[config.mk]
export PLATFORM = sky130hd
export DESIGN_NAME = uart_tx_fifo_reader
export DESIGN_NICKNAME = d
export VERILOG_FILES = /design/src/rtl/uart_tx_fifo_reader.sv
export SDC_FILE = /design/constraint.sdc
export NUM_CORES = 1
export LEC_CHECK = 0
export CELL_PAD_IN_SITES_DETAIL_PLACEMENT = 1
export CELL_PAD_IN_SITES_GLOBAL_PLACEMENT = 2
export CORE_MARGIN = 2
export CORE_UTILIZATION = 30
export CTS_BUF_LIST = sky130_fd_sc_hd__clkbuf_4
export DETAILED_ROUTE_END_ITERATION = 10
export PLACE_DENSITY = 0.74
export SLEW_MARGIN = 20
export SYNTH_ARGS = -nofsm -noshare
export SYNTH_HDL_FRONTEND = slang
export SYNTH_SLANG_ARGS = --single-unit
[constraint.sdc]
create_clock -name clk -period 5.4 [get_ports clk]
set_clock_uncertainty 0.1 [all_clocks]
set_input_delay 1.08 -clock clk [delete_from_list [all_inputs] [get_ports clk]]
set_output_delay 1.08 -clock clk [all_outputs]
set_load 0.01 [all_outputs]
[src/rtl/uart_tx_fifo_reader.sv]
// uart_tx_fifo_reader
//
// UART transmit engine that drains a first-word-fall-through FIFO and
// serialises each byte onto the tx line. Frame: 1 start bit, 8 data bits
// LSB first, an optional parity bit, 1 stop bit. One byte is popped per frame.
//
// Ports:
//   clk          - single clock
//   rst          - asynchronous, active-high reset
//   fifo_ren     - FIFO pop strobe (combinational)
//   fifo_dout    - FIFO head data, valid whenever fifo_empty_n is high
//   fifo_empty_n - FIFO holds at least one word
//   tx           - serial line, idle high (registered)
//   tx_busy      - high while a frame is on the line (registered)
//   tx_done      - one-cycle pulse in the first idle cycle after a stop bit
//
// FIFO handshake: the head word is consumed on a rising clk edge where
// fifo_ren is high; fifo_ren only rises in IDLE with fifo_empty_n high,
// and fifo_dout is captured on that same edge.
module uart_tx_fifo_reader #(
    parameter int    baud_div         = 868,
    parameter string parity_mode      = "none",
    parameter int    simulation_delay = 1
) (
    input  logic       clk,
    input  logic       rst,
    output logic       fifo_ren,
    input  logic [7:0] fifo_dout,
    input  logic       fifo_empty_n,
    output logic       tx,
    output logic       tx_busy,
    output logic       tx_done
);

    localparam int               cnt_w      = $clog2(baud_div - 1) + 1;
    localparam logic [cnt_w-1:0] cnt_last   = cnt_w'(baud_div - 1);
    localparam bit               has_parity = (parity_mode != "none");
    localparam bit               odd_parity = (parity_mode == "odd");

    // simulation_delay belongs to the behavioural model of this block; the
    // synthesizable model updates its registers with zero delay. The named
    // scope below only appears in an elaborated design built with an
    // out-of-range configuration, which makes such a build easy to spot.
    if (baud_div < 2 || simulation_delay < 0) begin : g_illegal_config
    end

    typedef enum logic [2:0] {
        st_idle,
        st_start,
        st_data,
        st_parity,
        st_stop
    } state_t;

    state_t           state;
    logic [cnt_w-1:0] bit_cnt;
    logic [2:0]       bit_idx;
    logic [7:0]       shreg;
    logic [7:0]       byte_q;
    logic             bit_end;
    logic             par_bit;

    assign bit_end  = (bit_cnt == cnt_last);
    // Parity comes from the byte as popped; shreg is destroyed by shifting.
    assign par_bit  = odd_parity ? ~^byte_q : ^byte_q;
    assign fifo_ren = (state == st_idle) & fifo_empty_n & ~rst;

    // tx is registered, so each transition loads the level of the bit that
    // the next state drives.
    always_ff @(posedge clk or posedge rst) begin
        if (rst) begin
            state   <= st_idle;
            bit_cnt <= '0;
            bit_idx <= '0;
            shreg   <= '0;
            byte_q  <= '0;
            tx      <= 1'b1;
            tx_busy <= 1'b0;
            tx_done <= 1'b0;
        end else begin
            tx_done <= 1'b0;
            case (state)
                st_idle: begin
                    bit_cnt <= '0;
                    if (fifo_empty_n) begin
                        shreg   <= fifo_dout;
                        byte_q  <= fifo_dout;
                        bit_idx <= '0;
                        tx      <= 1'b0;
                        tx_busy <= 1'b1;
                        state   <= st_start;
                    end
                end
                st_start: begin
                    if (bit_end) begin
                        bit_cnt <= '0;
                        tx      <= shreg[0];
                        state   <= st_data;
                    end else begin
                        bit_cnt <= bit_cnt + 1'b1;
                    end
                end
                st_data: begin
                    if (bit_end) begin
                        bit_cnt <= '0;
                        shreg   <= shreg >> 1;
                        if (bit_idx == 3'd7) begin
                            if (has_parity) begin
                                tx    <= par_bit;
                                state <= st_parity;
                            end else begin
                                tx    <= 1'b1;
                                state <= st_stop;
                            end
                        end else begin
                            bit_idx <= bit_idx + 3'd1;
                            tx      <= shreg[1];
                        end
                    end else begin
                        bit_cnt <= bit_cnt + 1'b1;
                    end
                end
                st_parity: begin
                    if (bit_end) begin
                        bit_cnt <= '0;
                        tx      <= 1'b1;
                        state   <= st_stop;
                    end else begin
                        bit_cnt <= bit_cnt + 1'b1;
                    end
                end
                st_stop: begin
                    if (bit_end) begin
                        bit_cnt <= '0;
                        tx_busy <= 1'b0;
                        tx_done <= 1'b1;
                        state   <= st_idle;
                    end else begin
                        bit_cnt <= bit_cnt + 1'b1;
                    end
                end
                default: begin
                    bit_cnt <= '0;
                    tx      <= 1'b1;
                    tx_busy <= 1'b0;
                    state   <= st_idle;
                end
            endcase
        end
    end

endmodule

# --- Yosys cells after proc, flatten, opt, wreduce, memory -nomap -nowiden ---
# Cells that the tools add are included.
classes:
  n_addsub: 2
  n_mux: 27
  reduce_logical: 9
  multipliers: 0
  n_div: 0
  n_shift: 0
  eq_ne: 13
  n_lt_le_gt_ge: 0
  n_bitwise: 5
op_table:
  columns: ["cell", "n"]
  rows:
  - ["3-bit 2-to-1 mux", 9]
  - ["11-bit 2-to-1 mux", 2]
  - ["8-bit 2-to-1 mux", 2]
  - ["8-bit one-hot mux with 2 select lines", 1]
  - ["3-bit one-hot mux with 5 select lines", 1]
  - ["2-bit != test (second input constant)", 7]
  - ["11-bit by 1-bit adder with 11-bit output (second input constant)", 1]
  - ["11-bit by 10-bit equality test with 1-bit output (second input constant)", 1]
  - ["1-bit 2-to-1 mux", 9]
  - ["3-bit by 2-bit equality test with 1-bit output (second input constant)", 2]
  - ["3-bit equality test (second input constant)", 2]
  - ["3-bit one-hot mux with 2 select lines", 1]
  - ["3-bit AND reduction", 2]
  - ["6-bit AND reduction", 1]
  - ["1-bit one-hot mux with 5 select lines", 1]
  - ["5-bit AND reduction", 1]
  - ["4-bit AND reduction", 1]
  - ["4-bit OR reduction", 1]
  - ["3-bit by 1-bit adder with 3-bit output (second input constant)", 1]
  - ["3-bit by 1-bit equality test with 1-bit output (second input constant)", 1]
  - ["3-bit logical NOT", 1]
  - ["1-bit inverter", 3]
  - ["1-bit one-hot mux with 3 select lines", 1]
  - ["3-bit OR reduction", 1]
  - ["2 further kinds", 3]
word_totals:
  ramBits: 0
  output_inout_bits: 4
  mem_bits_ro: 0
  input_bits: 11
  word_cells: 63
  latch_bits: 0
  ff_bits: 28
  mem_count: 0

# --- Depth between registers and ports, before layout ---
# Gate-level depths: netlist of the first run.
logic_depth:
  depth_word: 4
  mapped_depth: 6
  ltp_nobuf: 6

# --- Worst setup path after synthesis of the first run ---
# OpenSTA, ideal clock, no wires.
synth_timing:
  kind: "input-to-output"
  start: "in fifo_empty_n"
  end: "out fifo_ren"
  cell_stages: 2
  t_arrival_ns: 1.510
  required_ns: 4.220
  path_slack_ns: 2.710
  path_buffers: 0
  path_cell_list: "nand3b_1 nor2_1"
synth_between:
  elab_chain_cells: 2
synth_rtl:
  columns: ["item", "line", "source"]
  rows:
  - ["start: declaration", "29", "input logic fifo_empty_n,"]
  - ["1-bit bitwise AND (2 in series)", "66", "assign fifo_ren = (state == st_idle) & fifo_empty_n & ~rst;"]
  - ["end: declaration", "27", "output logic fifo_ren,"]
# No other way between the ends.

# --- Final worst setup path of the first run ---
# Ends and elaborated chain as after synthesis.

==> metrics, run 1 <==
Detailed Route WL 2700 µm; grt total ovfl 0; adder-cell share of the synthesized area under 10%; Period minus WS final ~3.8 ns; most common cell after layout, fill and taps aside dfrtp_1; sequential share of the synthesized area between 40% and 50%; setup TNS 0 ns; layout cell share with drive strength beyond 1 about 17%; Synth top area share 47.8%; post-route ant nets 0; Setup crit start kind input port; max-cap viol count 0; Synth Area in XOR/XNOR around 6.2%; core area 4440 µm²; fin nets between 150 and 200; gp weighted congestion about 0.72; unrepaired setup endpoints after global routing no; number of top-level pins 15; max-slew violation count 0; nets in the synthesized netlist about 150; Num CTS Buffers 3; initial antenna violation count 0; Setup Viol. Count Final 0; Static Leak about 0.7 nW; fin util 36.9%; Worst setup EP type output port; clk_lat worst skew between 0.3 and 0.4 ns; worst path arrival time 2.64 ns; PD cells between 300 and 400 nW/µm²; Worst Setup Path Type in2out; status finished, final reports clean; area grow syn2layout 15.8%; Post-CTS Setup Inserts 0; Synth area leader dfrtp_1; commonest cells after routing, fill and taps aside dfrtp_1 (27), nor2_1 (20), mux2_2 (14), clkdlybuf4s50_1 (14), nand2_1 (10); IR drop worst, VDD between 0.1 and 0.15 mV; die span in y just over 70 µm; main combinational cell family by area after synthesis simple AND/OR/NAND/NOR gates; DIE AREA between 5000 and 6000 µm²; Die Wd between 70 and 80 µm; Clock Path Buffers 2; period utilisation layout 70.7%; hold_buf cts 0; Mapped Area 1410 µm²; worst slew pin tran about 0.59 ns; Worst-path clk slew roughly 0.15 ns; first-pass GRT wire length 5040 µm; post-synthesis compound-gate area fraction under 10%; final-report hold violation count 0; dominant register cell in the synthesized netlist dfrtp_1; all-layer global routing usage approximately 12%; row cnt 24; f_max between 0.2 and 0.3 GHz; largest net degree at the start of global routing 29; mux cell area share after synthesis about an eighth; Mean Syn Cell Area 10.7 µm²; Detailed Routing Iterations Pass 1 3; min-delay worst type reg2reg; DRC viols 0; drt via density between 4 and 5; CTS sink count 28; DR iter-0 viols 47; CTS tree done; vias in the first global route roughly 1,100; count of input and output buffers 14; count of cell types in the netlist 35; total power around 0.50 mW; Mapped Cells 132; synth top area cells dfrtp_1 (48%), mux2_2 (11%), nor2_1 (5.3%); worst-path fanout max 7; DP HPWL around 2000 µm; diode count 0; Layout fillers 499; wire per inst 13.8 µm; vias between 900 and 1,000; ys async rst share 100%; CTS Root Cell clkbuf_4; Ys Warns 0; Worst EP required ~4.2 ns; Starting Density between 30% and 40%; CTS H-tree depth 1; post-CTS sizing 0; Synth Register Bits 28; Post-Synth Simple-Gate Area 18.1%; Max transition margin between 60% and 70%; number of synthesized flops with an enable pin 0
cells by family (layout without fill, tap and decap cells):
kind of cell | Yosys count | count (layout)
adder cells (fa/ha/maj) | 3 | 3
buffers and inverters | 11 | 23
XOR/XNOR | 10 | 10
multiplexers | 17 | 17
AO/OA/AOI/OAI | 11 | 11
AND/OR/NAND/NOR | 52 | 52
flip-flops | 28 | 28
through the flow:
stage | instance area [µm²] | hold WS, ns | setup WS, ns | instances
3_3_place_gp | 1590 | 0.372 | 1.66 | 192
4_1_cts | 1640 | 0.400 | 1.57 | 196
6_report | 1640 | 0.397 | 1.58 | 196
3_5_place_dp | 1590 | 0.380 | 1.57 | 192
5_1_grt | 1640 | 0.434 | 1.47 | 196
2_1_floorplan | 1410 | 0.352 | 2.71 | 132
final timing paths:
path | startpoint | end | slack, ns | cells past startpoint
setup / recovery | fifo_empty_n | fifo_ren | 1.58 | 4
hold / removal | bit_cnt[0] | bit_cnt[0] | 0.40 | 1
setup reg to reg | bit_cnt[0] | shreg[1] | 3.10 | 5
hold reg to reg | bit_cnt[0] | bit_cnt[0] | 0.40 | 1
max in group asynchronous | rst | bit_cnt[2] | 3.77 | 2
min in group asynchronous | rst | tx_done | 1.03 | 2
area by class of cell:
| type | count | area [µm²] | share of cell area, % |
|---|---|---|---|
| well taps | 52 | 65.1 | 3.97 |
| clock inverters | 1 | 30.0 | 1.83 |
| inverters | 5 | 18.8 | 1.15 |
| repair buffers | 14 | 140 | 8.56 |
| flip-flops and latches | 28 | 702 | 42.9 |
| clock buffers | 3 | 22.5 | 1.38 |
| multi-input cells | 93 | 659 | 40.3 |
Yosys cell counts (all sizes together), types with 2 or more instances:
master   count
dfrtp       27
xor2         6
nand3        7
xnor2        4
nand2b       2
ha           3
inv          5
nor3         2
nand2       10
mux2        14
nor2        21
buf          4
clkbuf       2
and4         2
mux2i        3
a2bb2oi      2
o21ai        3
nor2b        2
critical path, stage by stage:
cell             delay [ns]
clkdlybuf4s50_1        0.54
nand3b_1               0.29
nor2_1                 0.17
clkdlybuf4s50_1        0.55
per-layer routing:
metal | GRT usage [%] | wire, µm
met1 | 16.2 | 1250
met2 | 20.0 | 1370
met3 | 2.90 | 60
met4 | 2.47 | 13
met5 | 0 | 0
state kept, by name (all words and copies together) (netlist names):
signal / cells
bit_idx: 3
tx_busy: 1
state: 3
bit_cnt: 11
tx_done: 1
shreg: 8
tx: 1
power breakdown:
part | internal [mW] | leakage, nW | switching (mW) | total [mW]
Sequential | 0.243 | 0.353 | 0.0294 | 0.273
Combinational | 0.0467 | 0.335 | 0.0383 | 0.0850
Clock | 0.0751 | 0.0279 | 0.0655 | 0.141
No activity file was read; power rests on OpenSTA's default activity.
==> inputs of run 2 (changes only) <==
clock period = 3.8 ns   (was 5.4 ns; I/O delays follow)
==> metrics, run 2 (synthesis gave the netlist of run 1 again) <==
status finished, final reports clean; DRC viols 0; commonest cells after routing, fill and taps aside dfrtp_1 (27), nor2_1 (20), mux2_2 (14), clkdlybuf4s50_1 (14), nand2_1 (10); PD cells ~430 nW/µm²; CTS tree done; Setup Viol. Count Final 0; Layout fillers 500; met2 routed WL 1280 µm; multi-input logic area 659 µm²; Worst setup EP type output port; vias in the first global route 1,082; Max transition margin 60.2%; row cnt 24; hold slack roughly 0.4 ns; CTS sink count 28; min-delay worst type reg2reg; all-layer global routing usage 12.0%; f_max approximately 0.31 GHz; met1 WL 1360 µm; largest net degree at the start of global routing 29; most common cell after layout, fill and taps aside dfrtp_1; Setup crit start kind flip-flop; Worst EP required ~2.9 ns; count of input and output buffers 14; vias 965; number of top-level pins 15; grt total ovfl 0; CTS H-tree depth 1; wire per inst approximately 14 µm; max reg flops 11; unrepaired setup endpoints after global routing no; drt via density 4.92; DR WL met3 roughly 69 µm; hold_buf cts 0; Top reg by flops bit_cnt; DR iter-0 viols 27; clk_lat worst skew 0.33 ns; fin nets between 150 and 200; max-slew violation count 0; core area ~4400 µm²; worst-path fanout max 16; Worst Setup Path Type reg2out; top layer reached by signal wires met4; area grow syn2layout 15.8%; die span in y about 73 µm; Worst-path clk slew 0.15 ns; max-cap viol count 0; setup TNS 0 ns; Static Leak roughly 0.72 nW; Detailed Routing Iterations Pass 1 2; Period minus WS final between 3 and 4 ns; Starting Density 31.8%; IR drop worst, VDD 0.248 mV; Sequential Area about 700 µm²; post-CTS sizing 0; post-route ant nets 0; CTS Root Cell clkbuf_4; diode count 0; Post-CTS Setup Inserts 0; gp weighted congestion ~0.72; DIE AREA around 5300 µm²; Detailed Route WL roughly 2700 µm; Largest regs bit_cnt: 11 flops, shreg: 8 flops; total power approximately 0.7 mW; period utilisation layout between 80% and 90%; worst slew pin tran 0.596 ns; Num CTS Buffers 3; Die Wd just over 70 µm; DP HPWL between 1500 and 2000 µm; first-pass GRT wire length approximately 5100 µm; final-report hold violation count 0; layout cell share with drive strength beyond 1 16.7%; worst path arrival time around 2.3 ns; initial antenna violation count 0; Clock Path Buffers 2
## run 2: cell counts in the layout (fill, tap and decap cells not counted)
No cell type changed its count.
## run 2: path summary, 6_finish.rpt
kind                            slack (ns)  startpoint  cells past startpoint          end
worst max-delay path                  0.62    state[1]                      4     fifo_ren
worst min-delay path                  0.40  bit_cnt[0]                      1   bit_cnt[0]
worst max register to register        1.46  bit_cnt[0]                      5     shreg[6]
worst min register to register        0.40  bit_cnt[0]                      1   bit_cnt[0]
max in group asynchronous             2.46         rst                      2  bit_cnt[10]
min in group asynchronous             0.74         rst                      2      tx_done
## run 2: metal layers
layer / vias to the layer above / GRT usage (%)
met4: 0 / 3.09
met5: - / 0
met2: 10 / 19.4
met3: 2 / 2.21
li1: 474 / -
met1: 479 / 16.5
## run 2: metrics by stage
| step | setup WS [ns] | std cells | instance area (µm²) | utilization [%] |
|---|---|---|---|---|
| after global routing | 0.362 | 196 | 1640 | 36.9 |
| final | 0.624 | 196 | 1640 | 36.9 |
| after floorplan | 1.75 | 132 | 1410 | - |
| after CTS | 0.590 | 196 | 1640 | 36.9 |
| after detailed placement | 0.638 | 192 | 1590 | 35.7 |
| after global placement | 0.703 | 192 | 1590 | 35.7 |
## run 2: worst max-delay path: stages, from the launching register on
cell and delay (ns):
dfrtp_1 0.62, nor2_2 0.36, nand3b_1 0.31, nor2_1 0.17, clkdlybuf4s50_1 0.55
## run 2: power breakdown
group | switching, mW | internal, mW
clock | 0.0904 | 0.107
sequential | 0.0423 | 0.346
combinational | 0.0567 | 0.0666
## run 2: area by class of cell
cell class                      instances  area share [%]
Sequential cell                        28            42.9
Multi-Input combinational cell         93            40.3
Timing Repair Buffer                   14            8.56
Tap cell                               52            3.97
Clock inverter                          1            1.83
Clock buffer                            3            1.38
Inverter                                5            1.15
==> inputs of run 3 (changes only) <==
PLACE_DENSITY = 0.77   (was 0.74)
clock period = 2.8 ns   (was 3.8 ns; I/O delays follow)
==> metrics, run 3 (synthesis gave the netlist of run 1 again) <==
status finished, final reports clean; core area approximately 4400 µm²; area grow syn2layout 18.5%; grt total ovfl 0; Detailed Route WL around 2800 µm; post-route ant nets 0; worst path arrival time approximately 1.8 ns; WHS Endpoint bit_cnt[0]; Critical Path Max Stage Delay between 0.5 and 0.6 ns; Reg-to-Reg Start bit_cnt[0]; Num CTS Buffers 3; total power 0.966 mW; Static Leak 0.741 nW; Post-DP Area ~1600 µm²; drt via density 4.91; cell area after layout approximately 1700 µm²; die span in y a little over 70 µm; Setup crit start fifo_empty_n; Largest regs bit_cnt: 11 flops, shreg: 8 flops; row cnt 24; hold_sp bit_cnt[0]; Setup crit start kind input port; CTS sink count 28; Flop pwr share 54.6%; post-CTS sizing 0; DRC viols 0; max reg flops 11; CTS H-tree depth 1; diode count 0; setup TNS 0 ns; f_max between 0.4 and 0.5 GHz; DIE AREA around 5300 µm²; Worst Setup Path Type in2out; vias in the first global route approximately 1,100; largest net degree at the start of global routing 29; clk_lat worst skew between 0.3 and 0.4 ns; DR iter-0 viols 35; min-delay worst type reg2reg; PD cells 576 nW/µm²; CTS tree done; CTS Root Cell clkbuf_4; fin nets between 150 and 200; DP HPWL 2090 µm; Setup Viol. Count Final 0; worst slew pin tran 0.389 ns; layout cell share with drive strength beyond 1 18.8%; period utilisation layout 89.1%; fin util 37.7%; Worst EP required approximately 2.1 ns; crit-path cells clkdlybuf4s50_1 -> nand3b_1 -> nor2_1 -> clkdlybuf4s50_1; Largest delay share family, worst path buffers and inverters; number of top-level pins 15; Post-CTS Setup Inserts 0; max-slew violation count 0; Detailed Routing Iterations Pass 1 4; Comb pwr share roughly 17%; most frequent CP cell clkdlybuf4s50_1; Reg-to-Reg End bit_idx[0]; Worst setup EP type output port; Die Wd ~73 µm; Layout fillers 508; Worst-path clk slew approximately 0.15 ns; FF-to-FF setup slack 0.60 ns; first-pass GRT wire length approximately 4800 µm; Slowest-stage cell, CP clkdlybuf4s50_1; max-cap viol count 0; Sw Share about a quarter; worst r2r path cells 6; Top reg by flops bit_cnt; Clock Path Buffers 2; count of input and output buffers 14; internal power between 0.7 and 0.8 mW; all-layer global routing usage about an eighth; most common cell after layout, fill and taps aside dfrtp_1; final-report hold violation count 0; wire per inst ~14 µm; gp weighted congestion slightly above 0.7; worst-path fanout max 4; worst hold stages 1; Buf+Inv Stages, Crit Path 2; IR drop worst, VDD ~0.21 mV; unrepaired setup endpoints after global routing no; Period minus WS final ~2.5 ns; initial antenna violation count 0; Starting Density a little under a third; sw power between 0.2 and 0.3 mW; hold_buf cts 0; vias slightly below 1,000; commonest cells after routing, fill and taps aside dfrtp_1 (27), nor2_1 (20), mux2_2 (14), clkdlybuf4s50_1 (14), nand2_1 (10); Max transition margin roughly 74%; clock share of power between 20% and 30%
## run 3: worst register-to-register path: stages, from the launching register on
cell     delay [ns]
dfrtp_1        0.42
ha_1           0.23
nor4b_2        0.21
nand3_1        0.33
buf_4          0.27
or3_1          0.40
mux2i_1        0.20
## run 3: final cells by class
| cell class | count | area, µm² | share of cell area, % |
|---|---|---|---|
| sequential | 28 | 702 | 41.9 |
| multi-input combinational | 93 | 659 | 39.4 |
| timing repair buffer | 19 | 178 | 10.6 |
| tap | 52 | 65.1 | 3.88 |
| clock inverter | 1 | 30.0 | 1.79 |
| clock buffer | 3 | 22.5 | 1.34 |
| inverter | 5 | 18.8 | 1.12 |
## run 3: metal layers
metal / up-vias / share of wire [%] / GRT usage (%)
li1: 483 / - / -
met1: 484 / 45 / 14.3
met2: 15 / 50 / 20.2
met3: 4 / 2.8 / 2.21
met4: 0 / 2.0 / 6.17
met5: - / 0 / 0
## run 3: how the worst max path moves through the flow
stage               end  depth (start not counted)
2_1_floorplan  fifo_ren                          4
3_3_place_gp   fifo_ren                          4
3_5_place_dp   fifo_ren                          4
4_1_cts        fifo_ren                          4
5_1_grt        fifo_ren                          4
6_report       fifo_ren                          4
## run 3: stage by stage
step | cells | hold slack [ns] | setup WS, ns
final | 201 | 0.404 | 0.306
after global routing | 201 | 0.434 | 0.223
after CTS | 201 | 0.413 | 0.300
after detailed placement | 197 | 0.393 | 0.301
after global placement | 197 | 0.364 | 0.324
after floorplan | 132 | 0.352 | 0.957
## run 3: power by group through the flow
stage	registers, mW	clock network (mW)	logic [mW]
after floorplan	0.520	0	0.129
after global placement	0.531	0	0.163
after detailed placement	0.537	0	0.171
after CTS	0.529	0.286	0.172
after global routing	0.539	0.295	0.188
final	0.527	0.272	0.167
